`src/rtl/nubus_slot_master.sv`:
```
// CPU-to-NuBus slot initiator: launches one select/ack transaction per CPU slot cycle,
// returns DTACK with read data or BERR on timeout, and synchronizes the card interrupt.
module nubus_slot_master #(
  parameter logic [3:0]  SLOT_ID        = 4'h9,
  parameter int unsigned TIMEOUT_CYCLES = 255
) (
  input  logic        clk,
  input  logic        reset_n,
  input  logic        cpu_req,
  input  logic [22:0] cpu_addr,
  input  logic        cpu_rw_n,
  input  logic        cpu_uds_n,
  input  logic        cpu_lds_n,
  input  logic [15:0] cpu_din,
  output logic [15:0] cpu_dout,
  output logic        cpu_dtack_n,
  output logic        cpu_berr_n,
  output logic        slot_irq,
  output logic [31:0] nb_addr,
  output logic [15:0] nb_data,
  output logic [1:0]  nb_uds_lds,
  output logic        nb_rw_n,
  output logic        nb_select,
  input  logic [15:0] nb_din,
  input  logic        nb_ack_n,
  input  logic        nb_nmrq_n
);

  localparam logic [15:0] TO_LAST = 16'(TIMEOUT_CYCLES - 1);

  typedef enum logic [1:0] {
    IDLE = 2'd0,
    REQ  = 2'd1,
    DONE = 2'd2
  } state_t;

  state_t      state, state_next;
  logic [15:0] cnt;
  logic        irq_meta;
  logic        launch, ack_hit, to_hit, release_done;

  always_ff @(posedge clk or negedge reset_n) begin
    if (!reset_n) state <= IDLE;
    else          state <= state_next;
  end

  // Ack is checked before the timeout so a same-edge ack completes normally.
  always_comb begin
    state_next   = state;
    launch       = 1'b0;
    ack_hit      = 1'b0;
    to_hit       = 1'b0;
    release_done = 1'b0;
    case (state)
      IDLE: if (cpu_req && (!cpu_uds_n || !cpu_lds_n) && nb_ack_n) begin
        launch     = 1'b1;
        state_next = REQ;
      end
      REQ: begin
        if (!nb_ack_n) begin
          ack_hit    = 1'b1;
          state_next = DONE;
        end else if (cnt == TO_LAST) begin
          to_hit     = 1'b1;
          state_next = DONE;
        end
      end
      DONE: if (!cpu_req) begin
        release_done = 1'b1;
        state_next   = IDLE;
      end
      default: state_next = IDLE;
    endcase
  end

  always_ff @(posedge clk or negedge reset_n) begin
    if (!reset_n) begin
      nb_select   <= 1'b0;
      nb_addr     <= '0;
      nb_data     <= '0;
      nb_uds_lds  <= '0;
      nb_rw_n     <= 1'b1;
      cpu_dout    <= '0;
      cpu_dtack_n <= 1'b1;
      cpu_berr_n  <= 1'b1;
      cnt         <= '0;
    end else begin
      if (launch) begin
        nb_addr    <= {4'hF, SLOT_ID, cpu_addr, 1'b0};
        nb_data    <= cpu_din;
        nb_uds_lds <= {~cpu_uds_n, ~cpu_lds_n};
        nb_rw_n    <= cpu_rw_n;
        nb_select  <= 1'b1;
        cnt        <= '0;
      end
      if (state == REQ && cnt != TO_LAST) cnt <= cnt + 16'd1;
      if (ack_hit) begin
        nb_select   <= 1'b0;
        cpu_dtack_n <= 1'b0;
        if (nb_rw_n) cpu_dout <= nb_din;
      end
      if (to_hit) begin
        nb_select  <= 1'b0;
        cpu_berr_n <= 1'b0;
      end
      if (release_done) begin
        cpu_dtack_n <= 1'b1;
        cpu_berr_n  <= 1'b1;
      end
    end
  end

  always_ff @(posedge clk or negedge reset_n) begin
    if (!reset_n) begin
      irq_meta <= 1'b0;
      slot_irq <= 1'b0;
    end else begin
      irq_meta <= ~nb_nmrq_n;
      slot_irq <= irq_meta;
    end
  end

endmodule

```
`config.mk`:
```
export PLATFORM = sky130hd
export DESIGN_NAME = nubus_slot_master
export DESIGN_NICKNAME = d
export VERILOG_FILES = /design/src/rtl/nubus_slot_master.sv
export SDC_FILE = /design/constraint.sdc
export NUM_CORES = 1
export LEC_CHECK = 0
export CORE_ASPECT_RATIO = 1.5
export CORE_UTILIZATION = 35
export DETAILED_ROUTE_END_ITERATION = 8
export PLACE_DENSITY = 0.66
export SYNTH_ARGS = -nofsm -noshare
export SYNTH_HDL_FRONTEND = slang
export SYNTH_SLANG_ARGS = --single-unit
```
`constraint.sdc`:
```
create_clock -name clk -period 3.2 [get_ports clk]
set_input_delay 0.64 -clock clk [delete_from_list [all_inputs] [get_ports clk]]
set_output_delay 0.64 -clock clk [all_outputs]
set_load 0.01 [all_outputs]
```
==> out/qor.csv <==
stage,metric,value,unit
placed_design,RePlAce Congestion,0.7677,
clocking,clk_lat worst skew,0.33,ns
timing,RSZ-0062 raised after global routing,false,
layout,fin nets,534,
worst_setup_path,CP arrival,2.58,ns
timing,Final Cycle Share,73.56,%
timing,final setup vio count,0,
grt,first-pass GRT wire length,13310,µm
timing,Slew HR,33.12,%
detailed_routing,Detail Route Antenna Nets,0,
worst_setup_path,Buf/Inv on CP,2,
layout,ANT cells,0,
pwr,Max IR drop VDD,0.0003501,V
pwr,Clock Power Share,27.9,%
clocking,Clock Tree Root,clkbuf_16,
placed_design,Detailed Place HPWL,6111,µm
hold_path,Hold Crit Class,reg2reg,
flow_run,max cap viols,0,
grt,largest net degree at the start of global routing,83,
yosys,syn_area_per_cell,10.16,µm²
timing,Final min period,2.354,ns
worst_setup_path,"Largest stage delay, worst path",0.58,ns
floorplan,site row count,44,
floorplan,die extent in x,83.46,µm
pwr,internal power,2743,µW
yosys,cell area after synthesis,3483,µm²
detailed_routing,DRC Markers,0,
layout,Layout area overhead,47.95,%
timing,Layout Skew,0.006180,ns
detailed_routing,starting DRC count in detailed routing,136,
worst_setup_path,Setup crit start,nb_ack_n,
clocking,CTS tree,done,
floorplan,starting density of the core,35.95,%
yosys,Syn. warnings,0,
yosys,register area share after synthesis,59.02,%
clocking,clock buffers created by TritonCTS,9,
worst_setup_path,worst endpoint required time,3.42,ns
grt,vias in the first global route,2604,
yosys,post-synth cell types,44,
grt,Total GRT Usage,16.67,%
timing,fmax,0.4248,GHz
yosys,Post-Synthesis Cells,343,
clocking,cts-stage hold buffer count,0,
floorplan,DIE AREA,10360,µm²
layout,fraction of layout cells with a size suffix above 1,10.36,%
pwr,Comb pwr share,31.7,%
clocking,clock transition at the registers of the reported paths,0.06,ns
worst_setup_path,Worst Path Max Fanout,31,
worst_setup_path,cell mode on critical path,nand2_1,
clocking,Max clock buf depth,2,
worst_setup_path,worst r2r src,cnt[8],
detailed_routing,drt wl/cell,14.26,µm
worst_setup_path,Crit Path Class,in2reg,
worst_setup_path,CP Launch Type,input port,
grt,total gr overflow,0,
status,outcome,finished clean,
detailed_routing,total iterations of the first detailed-routing run,4,
floorplan,Die Ht,124.2,µm
pwr,LEAKAGE,0.002351,µW
timing,Fin Setup TNS,0,ns
worst_setup_path,Slowest cell on crit path,clkdlybuf4s50_1,
clocking,Post-CTS Setup Bufs,0,
floorplan,I/O pin cnt,134,
layout,final core utilization,53.19,%
worst_setup_path,Top delay family on crit path,simple AND/OR/NAND/NOR gates,
timing,Hold WS,0.3497,ns
detailed_routing,vias,2765,
yosys,#FFs+latches synth,82,
timing,final worst slack,0.8462,ns
hold_path,hold path startpoint,irq_meta,
pwr,Switching Fraction,28.12,%
clocking,clock sinks,82,
detailed_routing,via/cell ratio,4.702,
pwr,power per cell area,740.5,nW/µm²
pwr,Sw Pwr,1073,µW
placed_design,DP Worst Slack,0.4928,ns
clocking,H-tree depth,3,
layout,"commonest non-fill, non-tap cells in the layout","nand2_1, clkdlybuf4s50_1, dfrtp_1, mux2_2, clkbuf_16",
floorplan,core area,9689,µm²
timing,max-slew violation count,0,
worst_setup_path,Worst setup EP type,register,
grt,antenna violations before repair,0,
layout,"most common cell after layout, fill and taps aside",nand2_1,
timing,"Hold Violations, Final",0,
placed_design,IO Port Bufs,130,
pwr,Seq pwr share,40.4,%
timing,Worst-Margin Slew,1.003,ns
detailed_routing,DRT Wirelength,8382,µm
worst_setup_path,worst-path cell chain,"clkdlybuf4s50_1, nor4bb_1, nand2_2, buf_4, nand2_1, nand2_1",
clocking,post_cts resized,0,
cell type report:
cell class | instances | area [µm²]
Clock buffer | 10 | 229.0
Sequential cell | 82 | 2056
Inverter | 6 | 22.52
Timing Repair Buffer | 135 | 1336
Fill cell | 859 | 4536
Clock inverter | 5 | 80.08
Multi-Input combinational cell | 235 | 1286
Tap cell | 115 | 143.9
cell usage after synthesis, drive strengths merged:
master,n,area share [%]
dfrtp,79,57
conb,1,0.11
dfstp,3,2.3
and3,2,0.36
a31o,1,0.25
mux2,17,5.5
nand3b,1,0.22
or3,2,0.40
a21o,2,0.43
nor4bb,1,0.29
o21ai,7,1.0
ha,2,0.72
mux2i,7,2.0
o211ai,1,0.22
a211oi,1,0.22
nand4b,1,0.25
nor3,3,0.43
a221o,2,0.57
or4,4,0.97
and2,1,0.18
o311ai,2,0.50
or4b,1,0.40
clkbuf,11,1.2
nand2b,4,0.72
nor2,7,0.75
nor3b,1,0.36
nand4,3,0.54
nand3,7,1.0
nand2,140,15
and4,3,0.79
a211o,1,0.25
o41ai,2,0.50
o2111ai,1,0.25
buf,11,2.5
inv,6,0.65
nor4,3,0.97
a21oi,2,0.40
cells by family (layout without fill, tap and decap cells):
group	after synthesis	count (layout)	synth area share (%)
DFF	82	82	59.02
adders and majority gates	2	2	0.7183
AOI/OAI and AO/OA	22	22	4.598
other	1	3	0.1077
buffers and inverters	28	156	4.346
muxes	24	24	7.507
and+or+nand+nor	184	184	23.71
routing by layer:
layer,vias to the layer above,GRT usage (%),wire (µm)
met2,59,28.07,4433
met3,11,4.042,284
li1,1380,-,-
met5,-,0,0
met1,1315,20.54,3501
met4,0,7.203,163
metrics by stage:
step	cell area [µm²]	total power [µW]	instances
floorplan	3491	2008	345
global placement	4845	2758	573
detailed placement	4845	2782	573
CTS	5154	3870	588
global route	5154	4036	588
finish	5154	3816	588
final timing paths:
check                         endpoint  slack (ns)  cells past startpoint
max                        nb_addr[20]        0.85                      6
min                           slot_irq        0.35                      0
max reg2reg                     cnt[7]        0.90                      4
min reg2reg                   slot_irq        0.35                      0
max in group asynchronous  nb_addr[20]        2.08                      1
min in group asynchronous  cpu_dout[4]        0.47                      1
power groups by stage:
stage	Combinational, µW	Clock, µW	Sequential (µW)
floorplan	343	0	1660
global placement	1210	0	1550
detailed placement	1230	0	1550
CTS	1230	1100	1540
global route	1310	1140	1580
finish	1210	1060	1540
flip-flops by register name, indices dropped and copies added, names as in the netlist:
signal / count
nb_select: 1
nb_addr: 24
cpu_berr_n: 1
cpu_dtack_n: 1
nb_rw_n: 1
cpu_dout: 16
state: 2
irq_meta: 1
nb_uds_lds: 2
slot_irq: 1
nb_data: 16
cnt: 16
(Power assumes the default switching activity.)
